[src/rtl/fp_div_pkg.sv]
// Shared types and constants for the fp32 divider arbiter.
package fp_div_pkg;

    localparam int unsigned FP32_W = 32;
    localparam logic [FP32_W-1:0] FP32_QNAN = 32'h7FC0_0000;

    typedef enum logic [1:0] {
        ST_IDLE  = 2'd0,
        ST_ISSUE = 2'd1,
        ST_WAIT  = 2'd2,
        ST_RESP  = 2'd3
    } state_t;

endpackage

[src/rtl/fp_div_arbiter_rr_arbiter.sv]
// Combinational round-robin picker: first asserted request at or after ptr, wrapping.
module rr_arbiter #(
    parameter int unsigned N = 4,
    localparam int unsigned IDX_W = (N > 1) ? $clog2(N) : 1
) (
    input  logic [N-1:0]     req,
    input  logic [IDX_W-1:0] ptr,
    output logic [N-1:0]     grant,
    output logic [IDX_W-1:0] idx,
    output logic             any
);

    int unsigned      cand;
    logic [IDX_W-1:0] cand_idx;

    always_comb begin
        grant    = '0;
        idx      = '0;
        any      = 1'b0;
        cand     = 0;
        cand_idx = '0;
        for (int unsigned k = 0; k < N; k++) begin
            cand = 32'(ptr) + k;
            if (cand >= N) begin
                cand = cand - N;
            end
            cand_idx = IDX_W'(cand);
            if (!any && req[cand_idx]) begin
                any             = 1'b1;
                grant[cand_idx] = 1'b1;
                idx             = cand_idx;
            end
        end
    end

endmodule

[src/rtl/fp_div_arbiter.sv]
// Shares one multi-cycle fp32 divider between NUM_REQ valid/ready clients.
// One division in flight; round-robin grant; timeout abort returns a quiet NaN.
module fp_div_arbiter
    import fp_div_pkg::*;
#(
    parameter int unsigned NUM_REQ = 4,
    parameter int unsigned TAG_W   = 4,
    parameter int unsigned TIMEOUT = 64
) (
    input  logic                      clk,
    input  logic                      rst,
    input  logic [NUM_REQ-1:0]        req_valid,
    output logic [NUM_REQ-1:0]        req_ready,
    input  logic [NUM_REQ*FP32_W-1:0] req_a,
    input  logic [NUM_REQ*FP32_W-1:0] req_b,
    input  logic [NUM_REQ*TAG_W-1:0]  req_tag,
    output logic [NUM_REQ-1:0]        rsp_valid,
    input  logic [NUM_REQ-1:0]        rsp_ready,
    output logic [FP32_W-1:0]         rsp_result,
    output logic [TAG_W-1:0]          rsp_tag,
    output logic                      rsp_err,
    output logic                      div_start,
    output logic [FP32_W-1:0]         div_a,
    output logic [FP32_W-1:0]         div_b,
    input  logic [FP32_W-1:0]         div_result,
    input  logic                      div_done,
    output logic                      busy
);

    localparam int unsigned IDX_W = $clog2(NUM_REQ);
    localparam int unsigned CNT_W = $clog2(TIMEOUT + 1);

    state_t             state;
    logic [IDX_W-1:0]   rr_ptr;
    logic [IDX_W-1:0]   owner;
    logic [TAG_W-1:0]   tag_q;
    logic [CNT_W-1:0]   cnt;

    logic [NUM_REQ-1:0] grant;
    logic [IDX_W-1:0]   grant_idx;
    logic               grant_any;

    rr_arbiter #(.N(NUM_REQ)) u_rr (
        .req   (req_valid),
        .ptr   (rr_ptr),
        .grant (grant),
        .idx   (grant_idx),
        .any   (grant_any)
    );

    // Acceptance is visible in the same IDLE cycle the winner is chosen.
    assign req_ready = (state == ST_IDLE) ? grant : '0;

    always_ff @(posedge clk) begin
        if (rst) begin
            state      <= ST_IDLE;
            rr_ptr     <= '0;
            owner      <= '0;
            tag_q      <= '0;
            cnt        <= '0;
            div_start  <= 1'b0;
            div_a      <= '0;
            div_b      <= '0;
            rsp_valid  <= '0;
            rsp_result <= '0;
            rsp_tag    <= '0;
            rsp_err    <= 1'b0;
            busy       <= 1'b0;
        end else begin
            case (state)
                ST_IDLE: begin
                    if (grant_any) begin
                        div_a     <= req_a[FP32_W*32'(grant_idx) +: FP32_W];
                        div_b     <= req_b[FP32_W*32'(grant_idx) +: FP32_W];
                        tag_q     <= req_tag[TAG_W*32'(grant_idx) +: TAG_W];
                        owner     <= grant_idx;
                        rr_ptr    <= (grant_idx == IDX_W'(NUM_REQ - 1)) ? '0
                                                                        : grant_idx + IDX_W'(1);
                        div_start <= 1'b1;
                        busy      <= 1'b1;
                        state     <= ST_ISSUE;
                    end
                end
                ST_ISSUE: begin
                    div_start <= 1'b0;
                    cnt       <= '0;
                    state     <= ST_WAIT;
                end
                ST_WAIT: begin
                    // cnt == 0 is the first WAIT cycle, where done may still be left over.
                    if (cnt != '0 && div_done) begin
                        rsp_result <= div_result;
                        rsp_err    <= 1'b0;
                        rsp_tag    <= tag_q;
                        rsp_valid  <= NUM_REQ'(1) << owner;
                        state      <= ST_RESP;
                    end else if (cnt == CNT_W'(TIMEOUT - 1)) begin
                        rsp_result <= FP32_QNAN;
                        rsp_err    <= 1'b1;
                        rsp_tag    <= tag_q;
                        rsp_valid  <= NUM_REQ'(1) << owner;
                        state      <= ST_RESP;
                    end else if (cnt != CNT_W'(TIMEOUT)) begin
                        cnt <= cnt + CNT_W'(1);
                    end
                end
                ST_RESP: begin
                    if (rsp_ready[owner]) begin
                        rsp_valid <= '0;
                        busy      <= 1'b0;
                        state     <= ST_IDLE;
                    end
                end
                default: begin
                    state <= ST_IDLE;
                end
            endcase
        end
    end

endmodule

[config.mk]
export PLATFORM = sky130hd
export DESIGN_NAME = fp_div_arbiter
export DESIGN_NICKNAME = d
export VERILOG_FILES = /design/src/rtl/fp_div_pkg.sv /design/src/rtl/fp_div_arbiter_rr_arbiter.sv /design/src/rtl/fp_div_arbiter.sv
export SDC_FILE = /design/constraint.sdc
export NUM_CORES = 1
export LEC_CHECK = 0
export BUFFER_PORTS_ARGS = -buffer_cell sky130_fd_sc_hd__buf_4
export CAP_MARGIN = 10
export CORE_AREA = 5 5 162 164
export DETAILED_ROUTE_END_ITERATION = 10
export DIE_AREA = 0 0 167 169
export GPL_TIMING_DRIVEN = 1
export PLACE_DENSITY = 0.6
export SETUP_SLACK_MARGIN = 0.3
export SKIP_LAST_GASP = 1
export SLEW_MARGIN = 20
export SYNTH_ARGS = -nofsm -noshare
export SYNTH_HDL_FRONTEND = slang
export SYNTH_SLANG_ARGS = --single-unit
[constraint.sdc]
create_clock -name clk -period 3.6 [get_ports clk]
set_input_delay 0.36 -clock clk [delete_from_list [all_inputs] [get_ports clk]]
set_output_delay 0.36 -clock clk [all_outputs]
set_load 0.02 [all_outputs]
==> results_dict.tcl <==
set metrics [dict create \
    reg2reg_depth 9 \
    grt_pass1_vias 7936 \
    viasPerCell 5.22 \
    ys_ff_latch 124 \
    synth-edff-count 0 \
    hold_depth 3 \
    ys_seq_area_frac 0.374 \
    grt_first_pass_wirelength_microns 45900 \
    ys_warn_count 0 \
    hp-start "div_result[17]" \
    cp.arrival_ns 2.72 \
    drt_iter0_drc 397 \
    drcViolationCount 0 \
    timing.rr.start "rr_ptr[1]" \
    cts_tree "yes" \
    status "complete, no violations" \
    initial_core_util 0.268 \
    max-vdd-ir-drop_uv 305 \
    track_usage 0.205 \
    cts_sinks 124 \
    syn_avg_cell_area_sq_um 8.26 \
    p_leak_nw 5.20 \
    rows 58 \
    max_freq_ghz 0.325 \
    max-slew-margin-rel 0.534 \
    synth_cells 804 \
    worstMarginPinSlew_ns 0.696 \
    syn-cell-area_sq_um 6640 \
    coreArea_sq_um 24700 \
    rsz0062_at_grt "no" \
    multiInputGateArea_sq_um 3850 \
    cts_made_buffers 17 \
    setup_violations 0 \
    clkTransAtPathRegs_ns 0.06 \
    syn-num-nets 1132 \
    die_x_microns 167 \
    final_nets 1521 \
    cts_root_buf "clkbuf_16" \
    power_density_nw_per_um2 687 \
    insertion_delay_ns 0.41 \
    gp_congestion 0.849 \
    postSynth.asyncResetShare 0 \
    worstHoldPathType "in2reg" \
    cp-startpoint "rr_ptr[1]" \
    drt_pass1_iterations 5 \
    cp_max_fo 9 \
    final_common_cell "buf_4" \
    portBuffers 425 \
    fin_crit_sh 0.855 \
    skew_ns 0.0130 \
    period_minus_slack_ns 3.08 \
    antenna_left 0 \
    grt_max_degree 55 \
    area_growth_pct 61.7 \
    drv_cap 0 \
    end_kind "output pin" \
    dieArea_sq_um 28200 \
    grt_overflow 0 \
    final_cell_mix "444 x buf_4, 123 x dfxtp_1, 104 x a21oi_1" \
    crit_path_start_kind "register" \
    antenna_found_initial 1 \
    fin_area_sq_um 10700 \
    wl_microns 31200 \
    die_h_microns 169 \
    num_io_pins 426 \
    synthFlopType "dfxtp_1" \
    drive_gt1_frac 0.419 \
    placed_area_sq_um 10200 \
    worstSetupPathType "reg2out" \
    seq_area_sq_um 2490 \
    vias 8018 \
    n_fill_cell 2508 \
    dp_hpwl_microns 22900 \
    p_total_mw 7.38 \
    htreeDepth 4 \
    hold_slack_ns 0.197 \
    clockBufferDepth 2 \
    drv_slew 0 \
    yosysUniqueCellTypes 47 \
    setup-tns-final_ns 0 \
    finalHoldViolCount 0 \
    cp_data_required_time_ns 3.24 \
    post_drt_wl_per_cell_microns 20.3 \
]
[power by group]
group	internal [mW]	switching [mW]
Clock	0.949	0.711
Sequential	1.68	0.196
Combinational	1.62	2.22
Total	4.25	3.12
[worst paths after layout]
check              endpoint  slack, ns
max            req_ready[1]       0.52
min reg2reg    rsp_valid[3]       0.45
min          rsp_result[17]       0.20
max reg2reg       div_a[17]       0.58
[what timing repair did]
item                                    CTS  global route
hold buffers                              0             0
gates resized for setup                   1             6
endpoints found under the setup margin   31            72
buffers inserted                          2             0
[kinds of logic after synthesis]
| kind of cell | after synthesis | synth area share |
|---|---|---|
| flops | 124 | 0.374 |
| compound gates | 344 | 0.349 |
| mux | 9 | 0.0234 |
| xor+xnor | 4 | 0.00527 |
| fa+ha+maj | 13 | 0.0245 |
| buf+inv | 87 | 0.0563 |
| simple gates | 223 | 0.168 |
[layer usage]
layer  up-vias  share of wire  global-route usage
li1       3801              -                   -
met1      3799           0.40               0.242
met2       364           0.49               0.350
met3        54          0.087              0.0736
met4         0          0.024              0.0630
met5         -              0                   0
[Yosys cell counts, drive strengths merged, types with 3 or more instances]
cell,count,area (sq um)
dfxtp,124,2480
a21oi,105,526
nand3,98,490
o21ai,77,385
a211o,68,596
a22o,68,596
clkbuf,51,191
nand2,43,161
buf,28,153
nor2,28,108
nor3,22,110
ha,13,163
nor2b,10,62.6
inv,8,30.0
a211oi,6,50.1
a22oi,6,50.1
a221oi,5,43.8
mux4,5,113
or3,4,25.0
xnor2,4,35.0
nand2b,3,18.8
[flip-flops by register name, indices dropped and copies added (netlist names)]
signal	cells
div_a	32
div_b	32
rsp_result	32
cnt	7
rsp_tag	4
rsp_valid	4
tag_q	4
owner	2
rr_ptr	2
state	2
busy	1
div_start	1
rsp_err	1
[layout make-up]
cell class / count / share of cell area
diodes: 1 / 0.000233
clock buffers: 17 / 0.0396
clock inverters: 14 / 0.0115
inverters: 8 / 0.00279
multi-input cells: 593 / 0.358
flip-flops and latches: 124 / 0.231
well taps: 330 / 0.0384
repair buffers: 449 / 0.318
[worst max-delay path, stage by stage (launching register included)]
cell and delay (ns):
dfxtp_4 0.40, inv_1 0.11, ha_2 0.40, mux4_2 0.42
buf_4 0.20, a22oi_1 0.19, nor2_1 0.07, a221oi_1 0.26
nor2b_1 0.09, buf_4 0.17
[stage by stage]
stage | util | cells | setup WS, ns
2_1_floorplan | - | 804 | 0.468
3_5_place_dp | 0.410 | 1502 | 0.286
5_1_grt | 0.434 | 1536 | 0.326
6_report | 0.434 | 1536 | 0.521
3_3_place_gp | 0.410 | 1502 | 0.414
4_1_cts | 0.433 | 1535 | 0.311
Note: power is estimated with default switching activity, not from simulation.
